==> config.mk <==
export PLATFORM = sky130hd
export DESIGN_NAME = dda_state_tx
export DESIGN_NICKNAME = d
export VERILOG_FILES = /design/src/rtl/dda_pkg.sv /design/src/rtl/uart_tx_8n1.sv /design/src/rtl/dda_state_tx.sv
export SDC_FILE = /design/constraint.sdc
export NUM_CORES = 1
export LEC_CHECK = 0
export CAP_MARGIN = 20
export CORE_UTILIZATION = 43
export CTS_BUF_LIST = sky130_fd_sc_hd__clkbuf_2
export DETAILED_ROUTE_END_ITERATION = 6
export GPL_ROUTABILITY_DRIVEN = 1
export PLACE_DENSITY = 0.67
export SLEW_MARGIN = 20
export SYNTH_ARGS = -nofsm -noshare
export SYNTH_HDL_FRONTEND = slang
export SYNTH_SLANG_ARGS = --single-unit
==> constraint.sdc <==
create_clock -name clk -period 2.6 [get_ports clk]
set_input_delay 0.52 -clock clk [delete_from_list [all_inputs] [get_ports clk]]
set_output_delay 0.52 -clock clk [all_outputs]
set_load 0.02 [all_outputs]
==> src/rtl/dda_pkg.sv <==
`default_nettype none
// ============================================================================
// Package  : dda_pkg
// Purpose  : Shared constants, FSM encoding and checksum helper for the
//            DDA state streaming path.
// Revision : 1.0 - initial release
// ============================================================================
package dda_pkg;

    localparam logic [7:0] SYNC_BYTE_DEFAULT = 8'hA5;
    localparam int         FRAME_BYTES       = 6;
    localparam int         BITS_PER_BYTE     = 10;

    localparam logic [2:0] ST_IDLE = 3'd0;
    localparam logic [2:0] ST_LOAD = 3'd1;
    localparam logic [2:0] ST_SEND = 3'd2;
    localparam logic [2:0] ST_NEXT = 3'd3;
    localparam logic [2:0] ST_DONE = 3'd4;

    function automatic logic [7:0] frame_chk(input logic [15:0] x, input logic [15:0] y);
        return x[15:8] ^ x[7:0] ^ y[15:8] ^ y[7:0];
    endfunction

endpackage
`default_nettype wire

==> src/rtl/uart_tx_8n1.sv <==
`default_nettype none
// ============================================================================
// Module   : uart_tx_8n1
// Purpose  : 8N1 serial transmitter, DIV clocks per bit, idle-high line.
// Revision : 1.0 - initial release
// ============================================================================
module uart_tx_8n1
    import dda_pkg::*;
#(
    parameter int DIV = 4
) (
    input  logic       clk,
    input  logic       rst_n,
    input  logic       start,
    input  logic [7:0] data,
    output logic       tx,
    output logic       done,
    output logic       busy
);

    localparam int             BW        = $clog2(DIV);
    localparam logic [BW-1:0]  BAUD_LAST = BW'(DIV - 1);
    localparam logic [BW-1:0]  BAUD_DONE = BW'(DIV - 2);
    localparam logic [3:0]     BIT_STOP  = 4'(BITS_PER_BYTE - 1);

    logic          r_active;
    logic [BW-1:0] r_baud;
    logic [3:0]    r_bit;
    logic [7:0]    r_data;
    logic          r_tx;

    always_ff @(posedge clk or negedge rst_n) begin
        if (!rst_n) begin
            r_active <= 1'b0;
            r_baud   <= '0;
            r_bit    <= '0;
            r_data   <= '0;
            r_tx     <= 1'b1;
        end else if (!r_active) begin
            if (start) begin
                r_active <= 1'b1;
                r_baud   <= '0;
                r_bit    <= '0;
                r_data   <= data;
                r_tx     <= 1'b0;
            end
        end else if (r_baud == BAUD_LAST) begin
            r_baud <= '0;
            if (r_bit == BIT_STOP) begin
                r_active <= 1'b0;
                r_bit    <= '0;
            end else begin
                r_bit <= r_bit + 4'd1;
                // r_bit==8 is the last data bit, so the stop bit follows
                r_tx  <= (r_bit == 4'd8) ? 1'b1 : r_data[r_bit[2:0]];
            end
        end else begin
            r_baud <= r_baud + BW'(1);
        end
    end

    // done leads the end of the stop bit by two clocks so the caller's
    // NEXT/LOAD cycles overlap the stop-bit tail, leaving a one-clock gap.
    assign done = r_active && (r_bit == BIT_STOP) && (r_baud == BAUD_DONE);
    assign busy = r_active;
    assign tx   = r_tx;

endmodule
`default_nettype wire

==> src/rtl/dda_state_tx.sv <==
`default_nettype none
// ============================================================================
// Module   : dda_state_tx
// Purpose  : Snapshots posit16 DDA state x,y on a strobe and streams it as a
//            framed, XOR-checksummed 8N1 byte sequence on one serial pin.
// Revision : 1.0 - initial release
// ============================================================================
module dda_state_tx
    import dda_pkg::*;
#(
    parameter int         N         = 16,
    parameter int         CLK_FREQ  = 12000000,
    parameter int         BAUD_RATE = 9600,
    parameter logic [7:0] SYNC_BYTE = SYNC_BYTE_DEFAULT
) (
    input  logic         clk,
    input  logic         rst_n,
    input  logic         en,
    input  logic         sample,
    input  logic [N-1:0] x,
    input  logic [N-1:0] y,
    output logic         tx,
    output logic         busy,
    output logic         frame_done,
    output logic         overrun
);

    localparam int         DIV      = CLK_FREQ / BAUD_RATE;
    localparam logic [2:0] IDX_LAST = 3'(FRAME_BYTES - 1);

    logic [2:0]   r_state;
    logic [2:0]   r_idx;
    logic [N-1:0] r_snap_x;
    logic [N-1:0] r_snap_y;
    logic         r_busy;
    logic         r_frame_done;
    logic         r_overrun;

    logic         w_accept;
    logic [7:0]   w_byte;
    logic [7:0]   w_chk;
    logic         w_uart_start;
    logic         w_uart_done;
    logic         w_uart_busy;

    assign w_accept     = sample && en && !r_busy;
    assign w_chk        = frame_chk(r_snap_x, r_snap_y);
    assign w_uart_start = (r_state == ST_LOAD) && !w_uart_busy;

    always_comb begin
        w_byte = SYNC_BYTE;
        case (r_idx)
            3'd1:    w_byte = r_snap_x[15:8];
            3'd2:    w_byte = r_snap_x[7:0];
            3'd3:    w_byte = r_snap_y[15:8];
            3'd4:    w_byte = r_snap_y[7:0];
            3'd5:    w_byte = w_chk;
            default: w_byte = SYNC_BYTE;
        endcase
    end

    always_ff @(posedge clk or negedge rst_n) begin
        if (!rst_n) begin
            r_state  <= ST_IDLE;
            r_idx    <= '0;
            r_snap_x <= '0;
            r_snap_y <= '0;
            r_busy   <= 1'b0;
        end else begin
            case (r_state)
                ST_IDLE: begin
                    if (w_accept) begin
                        r_snap_x <= x;
                        r_snap_y <= y;
                        r_idx    <= '0;
                        r_busy   <= 1'b1;
                        r_state  <= ST_LOAD;
                    end
                end
                ST_LOAD: begin
                    r_state <= ST_SEND;
                end
                ST_SEND: begin
                    if (w_uart_done) begin
                        r_state <= ST_NEXT;
                    end
                end
                ST_NEXT: begin
                    if (r_idx == IDX_LAST) begin
                        r_state <= ST_DONE;
                    end else begin
                        r_idx   <= r_idx + 3'd1;
                        r_state <= ST_LOAD;
                    end
                end
                ST_DONE: begin
                    r_idx   <= '0;
                    r_busy  <= 1'b0;
                    r_state <= ST_IDLE;
                end
                default: begin
                    r_state <= ST_IDLE;
                end
            endcase
        end
    end

    // Registered pulses: frame_done lands exactly as busy drops
    always_ff @(posedge clk or negedge rst_n) begin
        if (!rst_n) begin
            r_frame_done <= 1'b0;
            r_overrun    <= 1'b0;
        end else begin
            r_frame_done <= (r_state == ST_DONE);
            r_overrun    <= sample && en && r_busy;
        end
    end

    uart_tx_8n1 #(
        .DIV (DIV)
    ) u_uart (
        .clk   (clk),
        .rst_n (rst_n),
        .start (w_uart_start),
        .data  (w_byte),
        .tx    (tx),
        .done  (w_uart_done),
        .busy  (w_uart_busy)
    );

    assign busy       = r_busy;
    assign frame_done = r_frame_done;
    assign overrun    = r_overrun;

endmodule
`default_nettype wire

==> results.sh, run 1 <==
export IMPL_async_reset_ff_share_pct=100
export IMPL_final_cell_mix="dfrtp_1 (65), clkdlybuf4s50_1 (38), mux2_2 (33)"
export IMPL_diodes=0
export IMPL_startpoint_type="flip-flop"
export IMPL_finalMaxSlewViolations=0
export IMPL_syn_nets=352
export IMPL_avgSynthCellArea_um2=11.1
export IMPL_netlist_area_um2=3430
export IMPL_globalplace_congestion=0.795
export IMPL_ys_ff_latch=66
export IMPL_hold_viol_final=0
export IMPL_p_comb_share_pct=37.7
export IMPL_portBuffers=39
export IMPL_cp_data_arrival_time_ns=2.72
export IMPL_grt_usage_pct=18.1
export IMPL_leakage_nw=1.73
export IMPL_rows=32
export IMPL_antenna_found_initial=0
export IMPL_status="completed"
export IMPL_synth_area_top_cells="dfrtp_1 (47%), mux2_2 (11%), xnor2_1 (5.4%)"
export IMPL_die_h_um=91.3
export IMPL_cts_resized=0
export IMPL_place_area_um2=3900
export IMPL_dp_hpwl_mm=4.81
export IMPL_holdPathStages=2
export IMPL_ys_warnings_count=0
export IMPL_dr_total_vias=2496
export IMPL_p_sw_mw=1.46
export IMPL_timing_rr_start="u_uart.r_baud[1]$_DFFE_PN0P_"
export IMPL_p_clk_share_pct=17.7
export IMPL_dp_cells=437
export IMPL_die_w_um=91.3
export IMPL_grt_pass1_wl_mm=12.0
export IMPL_setup_viol_count_final=0
export IMPL_finalSetupTns_ns=0
export IMPL_ant_nets=0
export IMPL_cp_end_kind="flip-flop"
export IMPL_r2r_cells=6
export IMPL_cts_max_level=3
export IMPL_worst_slack_ns=0.333
export IMPL_worst_slew_pin_slew_ns=0.874
export IMPL_ioPinCount=40
export IMPL_ir_drop_v=0.000477
export IMPL_period_needed_ns=2.27
export IMPL_finalNetCount=391
export IMPL_dieArea_um2=8330
export IMPL_internal_power_mw=2.58
export IMPL_initial_utilization_pct=44.4
export IMPL_max_slew_margin_pct=41.8
export IMPL_worst_skew_pair_late_latency_ns=0.52
export IMPL_grt_overflow_total=0
export IMPL_clkSlewWorstSetupHoldPaths_ns=0.22
export IMPL_holdCritStartpoint="u_uart.tx$_DFFE_PN1P_"
export IMPL_grt_pass1_vias=2547
export IMPL_yosysTopAreaCellShare_pct=47.4
export IMPL_cts_buffer_depth=2
export IMPL_rsz0062_at_grt="no"
export IMPL_drt_vias_per_instance=5.50
export IMPL_yosys_area_top_type="dfrtp_1"
export IMPL_path_class="flip-flop to flip-flop"
export IMPL_synthFlopType="dfrtp_1"
export IMPL_power_density_nw_per_um2=1000
export IMPL_critPathLaunch="u_uart.r_baud[1]$_DFFE_PN0P_"
export IMPL_drc_errors=0
export IMPL_hold_end="u_uart.tx$_DFFE_PN1P_"
export IMPL_fin_crit_sh_pct=87.2
export IMPL_post_place_ws_ns=0.327
export IMPL_timing_rr_end="u_uart.r_baud[4]$_DFFE_PN0P_"
export IMPL_pwr_share_seq_pct=44.6
export IMPL_clock_fmax_mhz=441
export IMPL_synthCells=308
export IMPL_cts_buffers=9
export IMPL_cp_max_fo=24
export IMPL_drt_initial_drc_count=92
export IMPL_clockRootBuffer="clkbuf_2"
export IMPL_synth_edff_count=0
export IMPL_worst_clock_skew_ns=0.0377
export IMPL_wl_mm=6.74
export IMPL_drv_cap=0
export IMPL_cts_tree="built"
export IMPL_rrSetupSlack_ns=0.33
export IMPL_drtPass1Iterations=4
export IMPL_layoutNonFillerInstCount=454
export IMPL_design_area_um2=4050
export IMPL_final_layout_size_suffix_gt1_share_pct=17.3
export IMPL_final_common_cell="dfrtp_1"
export IMPL_wl_per_cell_um=14.8
export IMPL_post_cts_buffers=0
export IMPL_required_ns=3.05
export IMPL_switching_share_pct=36.2
export IMPL_ys_types=51
export IMPL_hold_path_class="flip-flop to flip-flop"
export IMPL_grt_max_degree=37
export IMPL_cts_sinks=66
export IMPL_yosysSeqAreaShare_pct=48.2
export IMPL_area_delta_synth_final_pct=18.0
export IMPL_core_area_um2=7730
export IMPL_hold_ws_ns=0.499
## registers in the layout, summed over array words and instances (netlist names), 3 cells and up
register       count
u_uart.r_baud     11
u_uart.r_bit       4
u_uart.r_data      8
r_idx              3
r_state            3
r_snap_y          16
r_snap_x          16
## through the flow
step / util [%] / power [mW]
after floorplan: - / 2.95
after global routing: 52.3 / 4.37
after global placement: 50.4 / 3.30
after CTS: 52.3 / 4.08
after detailed placement: 50.4 / 3.36
final: 52.3 / 4.05
## cell usage after synthesis, types with 3 or more instances
cell type  count
dfrtp_1       65
nand2b_1       3
buf_2          5
a31oi_1        6
a22o_1         4
xor2_1         6
o21ai_0       21
a21oi_1        7
inv_1         10
clkbuf_1      10
xnor2_1       21
and2_1         3
o32a_1         4
nor2_1        18
a32oi_1        4
mux2_2        33
ha_1           8
nand3_1        8
a22oi_1        9
a221o_1        4
nor4_1         3
nand2_1       18
## power groups by stage
| stage | registers (mW) | clock network (mW) | logic [mW] |
|---|---|---|---|
| 3_5_place_dp | 1.82 | 0 | 1.54 |
| 2_1_floorplan | 1.72 | 0 | 1.23 |
| 4_1_cts | 1.80 | 0.738 | 1.55 |
| 6_report | 1.80 | 0.717 | 1.53 |
| 3_3_place_gp | 1.80 | 0 | 1.50 |
| 5_1_grt | 1.87 | 0.782 | 1.71 |
## what timing repair did
| action | 4_1_cts | 5_1_grt |
|---|---|---|
| setup endpoints to repair | 0 | 0 |
| hold buffers | 1 | 0 |
| endpoints found under the hold margin | 14 | 0 |
## per-layer routing
layer  up-vias  wire length [um]  track usage, %
met5         -                 0               0
met4         0                65            3.97
met3         7               234            5.28
met2        39              3250            30.3
met1      1241              3190            23.2
li1       1209                 -               -
## worst max-delay path, cell delays in order (launching register included)
cell     delay (ns)
dfrtp_1        0.45
inv_1          0.11
ha_1           0.19
or4bb_1        0.50
o31a_1         0.53
a21o_1         0.26
a22o_1         0.17
## worst max-delay path by stage
stage                                               to  slack, ns
final                     u_uart.r_baud[4]$_DFFE_PN0P_       0.33
after global routing       u_uart.r_bit[2]$_DFFE_PN0P_       0.17
after CTS                                           tx       0.34
after detailed placement      r_snap_x[12]$_DFFE_PN0P_       0.33
after global placement         r_snap_y[6]$_DFFE_PN0P_       0.36
after floorplan           u_uart.r_baud[0]$_DFFE_PN0P_       0.64
## layout make-up
type                    instances  area (um^2)
fillers                       706         3680
multi-input cells             216         1660
flip-flops and latches         66         1650
repair buffers                 44          425
well taps                     102          128
clock inverters                 7         92.6
clock buffers                   9         45.0
inverters                      10         37.5
## kinds of logic after synthesis
group / after synthesis / synth area share, %
and+or+nand+nor: 70 / 10.8
DFF: 66 / 48.2
buffers and inverters: 26 / 3.25
muxes: 36 / 12.1
AOI/OAI and AO/OA: 75 / 15.9
xor gates and xnor gates: 27 / 6.90
adders and majority gates: 8 / 2.92
Note: power is estimated with default switching activity, not from simulation.
==> run 2, diff against run 1 <==
Settings changed: GPL_TIMING_DRIVEN from default to 0, SLEW_MARGIN 20 to default.
==> results.sh, run 2 (same netlist as run 1, synthesis figures left out) <==
export IMPL_clock_fmax_mhz=450
export IMPL_cp_end_kind="primary output"
export IMPL_max_slew_margin_pct=44.9
export IMPL_design_area_um2=4040
export IMPL_drt_initial_drc_count=148
export IMPL_clockRootBuffer="clkbuf_2"
export IMPL_worst_path_stages=1
export IMPL_cts_resized=0
export IMPL_grt_pass1_wl_mm=11.8
export IMPL_finalMaxSlewViolations=0
export IMPL_drv_cap=0
export IMPL_worst_slew_pin_slew_ns=0.827
export IMPL_crit_chain="clkdlybuf4s50_1"
export IMPL_multiInputGateArea_um2=1660
export IMPL_dieArea_um2=8330
export IMPL_ioPinCount=40
export IMPL_drt_vias_per_instance=5.41
export IMPL_final_common_cell="dfrtp_1"
export IMPL_worst_clock_skew_ns=0.0186
export IMPL_area_delta_synth_final_pct=17.7
export IMPL_ant_nets=0
export IMPL_cts_buffers=9
export IMPL_rows=32
export IMPL_hold_viol_final=0
export IMPL_startpoint_type="flip-flop"
export IMPL_portBuffers=39
export IMPL_diodes=0
export IMPL_drc_errors=0
export IMPL_grt_max_degree=67
export IMPL_leakage_nw=1.71
export IMPL_dp_cells=449
export IMPL_path_class="flip-flop to primary output"
export IMPL_rrSetupSlack_ns=0.39
export IMPL_cpLargestDelayFamily="buffers and inverters"
export IMPL_seqCellArea_um2=1650
export IMPL_cts_max_level=3
export IMPL_worst_skew_pair_late_latency_ns=0.51
export IMPL_grt_overflow_total=0
export IMPL_place_area_um2=3940
export IMPL_cts_tree="built"
export IMPL_required_ns=2.08
export IMPL_reg_largest_list="r_snap_x: 16 flops, r_snap_y: 16 flops, u_uart.r_baud: 11 flops"
export IMPL_period_needed_ns=2.22
export IMPL_die_w_um=91.3
export IMPL_cts_buffer_depth=2
export IMPL_core_area_um2=7730
export IMPL_die_h_um=91.3
export IMPL_grt_pass1_vias=2469
export IMPL_globalplace_congestion=0.796
export IMPL_final_cell_mix="dfrtp_1 (65), clkdlybuf4s50_1 (38), mux2_2 (33)"
export IMPL_rsz0062_at_grt="no"
export IMPL_slowest_stage="clkdlybuf4s50_1"
export IMPL_n_fill_cell=726
export IMPL_grt_usage_pct=18.2
export IMPL_finalNetCount=402
export IMPL_status="completed"
export IMPL_wl_per_cell_um=15.0
export IMPL_cp_data_arrival_time_ns=1.70
export IMPL_top_usage_layer="met2"
export IMPL_use_met2_pct=28.7
export IMPL_hold_path_class="input pin to async pin"
export IMPL_timing_rr_start="u_uart.r_baud[1]$_DFFE_PN0P_"
export IMPL_crit_buf_inv=1
export IMPL_initial_utilization_pct=44.4
export IMPL_power_density_nw_per_um2=955
export IMPL_endpoint="tx"
export IMPL_cts_sinks=66
export IMPL_post_cts_buffers=0
export IMPL_timing_rr_end="u_uart.r_bit[0]$_DFFE_PN0P_"
export IMPL_critPathLaunch="u_uart.tx$_DFFE_PN1P_"
export IMPL_cp_max_fo=2
export IMPL_use_met3_pct=3.35
export IMPL_clkSlewWorstSetupHoldPaths_ns=0.19
export IMPL_ir_drop_v=0.000478
export IMPL_fin_crit_sh_pct=85.4
export IMPL_final_layout_size_suffix_gt1_share_pct=17.6
export IMPL_dr_total_vias=2516
export IMPL_dp_hpwl_mm=4.99
export IMPL_cpPeakStageDelay_ns=0.60
export IMPL_met1_usage_pct=24.1
export IMPL_r2r_cells=7
export IMPL_antenna_found_initial=0
export IMPL_cts_hold_buf=0
export IMPL_setup_viol_count_final=0
export IMPL_layoutNonFillerInstCount=465
export IMPL_drtPass1Iterations=4
export IMPL_wl_mm=6.98
run 2: cell types whose count changed in the layout (fill, tap and decap cells not counted), sizes merged:
cell,delta
inv,-1
clkbuf,+10
dlygate4sd3,-1
clkinvlp,+1
clkinv,+2
buf,+2
bufinv,-2
run 2: cell type report:
type / count / share of cell area [%]
buffer: 16 / 1.83
clock buffer: 9 / 1.12
clock inverter: 7 / 1.15
inverter: 10 / 0.930
multi-input combinational: 216 / 41.2
sequential: 66 / 41.0
tap: 102 / 3.16
timing repair buffer: 39 / 9.61
run 2: how the worst min path moves through the flow:
| stage | from | end | slack [ns] | depth (start not counted) |
|---|---|---|---|---|
| floorplan | rst_n | busy$_DFFE_PN0P_ | 0.22 | 0 |
| global placement | u_uart.r_data[3]$_DFFE_PN0P_ | u_uart.r_data[3]$_DFFE_PN0P_ | 0.46 | 2 |
| detailed placement | u_uart.r_data[6]$_DFFE_PN0P_ | u_uart.r_data[6]$_DFFE_PN0P_ | 0.47 | 2 |
| CTS | rst_n | r_snap_x[14]$_DFFE_PN0P_ | 0.08 | 1 |
| global route | rst_n | u_uart.r_baud[7]$_DFFE_PN0P_ | 0.11 | 1 |
| finish | rst_n | u_uart.r_baud[5]$_DFFE_PN0P_ | 0.08 | 1 |
run 2: metal layers:
| metal | share of wire (%) | vias up |
|---|---|---|
| li1 | - | 1236 |
| met1 | 47 | 1209 |
| met2 | 48 | 62 |
| met3 | 3.8 | 9 |
| met4 | 1.7 | 0 |
| met5 | 0 | - |
run 2: where the power goes:
| group | switching [mW] | internal, mW | leakage, nW |
|---|---|---|---|
| sequential | 0.372 | 1.41 | 0.845 |
| combinational | 0.700 | 0.855 | 0.816 |
| clock | 0.395 | 0.121 | 0.0537 |
| total | 1.47 | 2.39 | 1.71 |
run 2: stage by stage:
| step | util (%) | TNS (ns) | setup WS (ns) | hold slack (ns) | power [mW] |
|---|---|---|---|---|---|
| 2_1_floorplan | - | 0 | 0.639 | 0.224 | 2.95 |
| 3_3_place_gp | 51.1 | -81.68 | -1.25 | 0.465 | 3.31 |
| 3_5_place_dp | 51.0 | 0 | 0.138 | 0.471 | 3.37 |
| 4_1_cts | 52.2 | 0 | 0.335 | 0.0797 | 3.89 |
| 5_1_grt | 52.2 | 0 | 0.183 | 0.115 | 4.16 |
| 6_report | 52.2 | 0 | 0.380 | 0.0799 | 3.85 |
==> run 3, diff against run 2 <==
Settings changed: CORE_UTILIZATION 43 to 58, PLACE_DENSITY 0.67 to 0.85, SKIP_LAST_GASP from default to 1.
==> results.sh, run 3 (same netlist as run 1, synthesis figures left out) <==
export IMPL_dr_total_vias=2595
export IMPL_cts_buffer_depth=2
export IMPL_grt_pass1_wl_mm=12.1
export IMPL_drt_initial_drc_count=118
export IMPL_drtPass1Iterations=4
export IMPL_worst_slew_pin_slew_ns=0.796
export IMPL_power_density_nw_per_um2=1000
export IMPL_worst_clock_skew_ns=0.0333
export IMPL_drc_errors=0
export IMPL_n_fill_cell=424
export IMPL_dp_hpwl_mm=5.17
export IMPL_post_cts_buffers=0
export IMPL_design_area_um2=4040
export IMPL_path_class="flip-flop to flip-flop"
export IMPL_cts_tree="built"
export IMPL_finalNetCount=402
export IMPL_internal_power_mw=2.57
export IMPL_final_layout_size_suffix_gt1_share_pct=16.8
export IMPL_ant_nets=0
export IMPL_p_sw_mw=1.48
export IMPL_p_clk_share_pct=16.6
export IMPL_fin_crit_sh_pct=85.6
export IMPL_dieArea_um2=6220
export IMPL_die_w_um=78.9
export IMPL_required_ns=2.97
export IMPL_hold_path_class="input pin to async pin"
export IMPL_grt_pass1_vias=2596
export IMPL_core_area_um2=5610
export IMPL_clock_fmax_mhz=449
export IMPL_ioPinCount=40
export IMPL_clockRootBuffer="clkbuf_2"
export IMPL_final_common_cell="dfrtp_1"
export IMPL_worst_skew_pair_late_latency_ns=0.51
export IMPL_switching_share_pct=36.5
export IMPL_cts_sinks=66
export IMPL_status="completed"
export IMPL_diodes=0
export IMPL_period_needed_ns=2.23
export IMPL_die_h_um=78.9
export IMPL_cp_end_kind="flip-flop"
export IMPL_antenna_found_initial=0
export IMPL_post_place_ws_ns=0.138
export IMPL_grt_max_degree=67
export IMPL_rsz0062_at_grt="no"
export IMPL_grt_usage_pct=25.6
export IMPL_setup_viol_count_final=0
export IMPL_finalMaxSlewViolations=0
export IMPL_wl_mm=7.13
export IMPL_ir_drop_v=0.000621
export IMPL_cts_buffers=9
export IMPL_wl_per_cell_um=16.4
export IMPL_final_cell_mix="dfrtp_1 (65), clkdlybuf4s50_1 (38), mux2_2 (33)"
export IMPL_initial_utilization_pct=61.1
export IMPL_cp_data_arrival_time_ns=2.59
export IMPL_cts_resized=0
export IMPL_startpoint_type="flip-flop"
export IMPL_leakage_nw=1.74
export IMPL_fin_util_pct=72.0
export IMPL_rows=27
export IMPL_place_area_um2=3910
export IMPL_layoutNonFillerInstCount=435
export IMPL_reg_largest_list="r_snap_x: 16 flops, r_snap_y: 16 flops, u_uart.r_baud: 11 flops"
export IMPL_p_comb_share_pct=39.3
export IMPL_cts_hold_buf=0
export IMPL_area_delta_synth_final_pct=17.7
export IMPL_timing_rr_start="u_uart.r_baud[1]$_DFFE_PN0P_"
export IMPL_globalplace_congestion=0.857
export IMPL_hold_viol_final=0
export IMPL_cp_max_fo=10
export IMPL_hold_ws_ns=0.0678
export IMPL_max_slew_margin_pct=46.9
export IMPL_cts_max_level=3
export IMPL_pwr_share_seq_pct=44.1
export IMPL_portBuffers=39
export IMPL_drt_vias_per_instance=5.97
export IMPL_worst_slack_ns=0.374
export IMPL_grt_overflow_total=0
export IMPL_critPathLaunch="u_uart.r_baud[1]$_DFFE_PN0P_"
export IMPL_clkSlewWorstSetupHoldPaths_ns=0.20
export IMPL_drv_cap=0
export IMPL_dp_cells=419
-- run 3: changes by cell type in the layout (fill, tap and decap cells not counted) --
cell / delta
bufinv_16: +2
clkinv_1: +3
clkinv_2: -2
clkinv_4: -1
clkinvlp_4: -2
-- run 3: worst paths after layout --
check / cells past startpoint / slack, ns / to
max in group asynchronous: 1 / 1.98 / u_uart.r_data[1]$_DFFE_PN0P_
min: 1 / 0.07 / u_uart.r_baud[7]$_DFFE_PN0P_
max: 7 / 0.37 / u_uart.r_bit[0]$_DFFE_PN0P_
max reg2reg: 7 / 0.37 / u_uart.r_bit[0]$_DFFE_PN0P_
min reg2reg: 2 / 0.50 / u_uart.r_data[3]$_DFFE_PN0P_
min in group clk: 2 / 0.50 / u_uart.r_data[3]$_DFFE_PN0P_
-- run 3: critical path: stages (launching register included) --
cell     delay, ns
dfrtp_1       0.44
inv_1         0.11
ha_1          0.20
or4bb_1       0.51
o31a_1        0.35
buf_2         0.23
o21ai_0       0.15
o21ai_0       0.11
-- run 3: final cells by class --
cell class,instances,area (um^2),share of cell area [%]
buffer,16,73.8,1.83
clock buffer,9,45.0,1.12
clock inverter,7,83.8,2.08
inverter,10,37.5,0.930
multi-input combinational,216,1660,41.2
sequential,66,1650,41.0
tap,72,90.1,2.23
timing repair buffer,39,388,9.61
-- run 3: through the flow --
stage	setup TNS, ns	power (mW)
finish	0	4.05
global route	0	4.33
CTS	0	4.07
detailed placement	0	3.39
global placement	-72.48	3.30
floorplan	0	2.95
-- run 3: power groups by stage --
stage / registers, mW / logic, mW / clock network [mW]
detailed placement: 1.81 / 1.59 / 0
CTS: 1.78 / 1.59 / 0.688
global route: 1.84 / 1.76 / 0.734
finish: 1.79 / 1.59 / 0.673
global placement: 1.78 / 1.52 / 0
floorplan: 1.72 / 1.23 / 0
-- run 3: per-layer routing --
metal | wire [um] | track usage [%] | vias up
met3 | 342 | 7.70 | 11
met4 | 112 | 9.09 | 0
li1 | - | - | 1235
met5 | 0 | 0 | -
met1 | 3040 | 30.8 | 1281
met2 | 3640 | 43.4 | 68
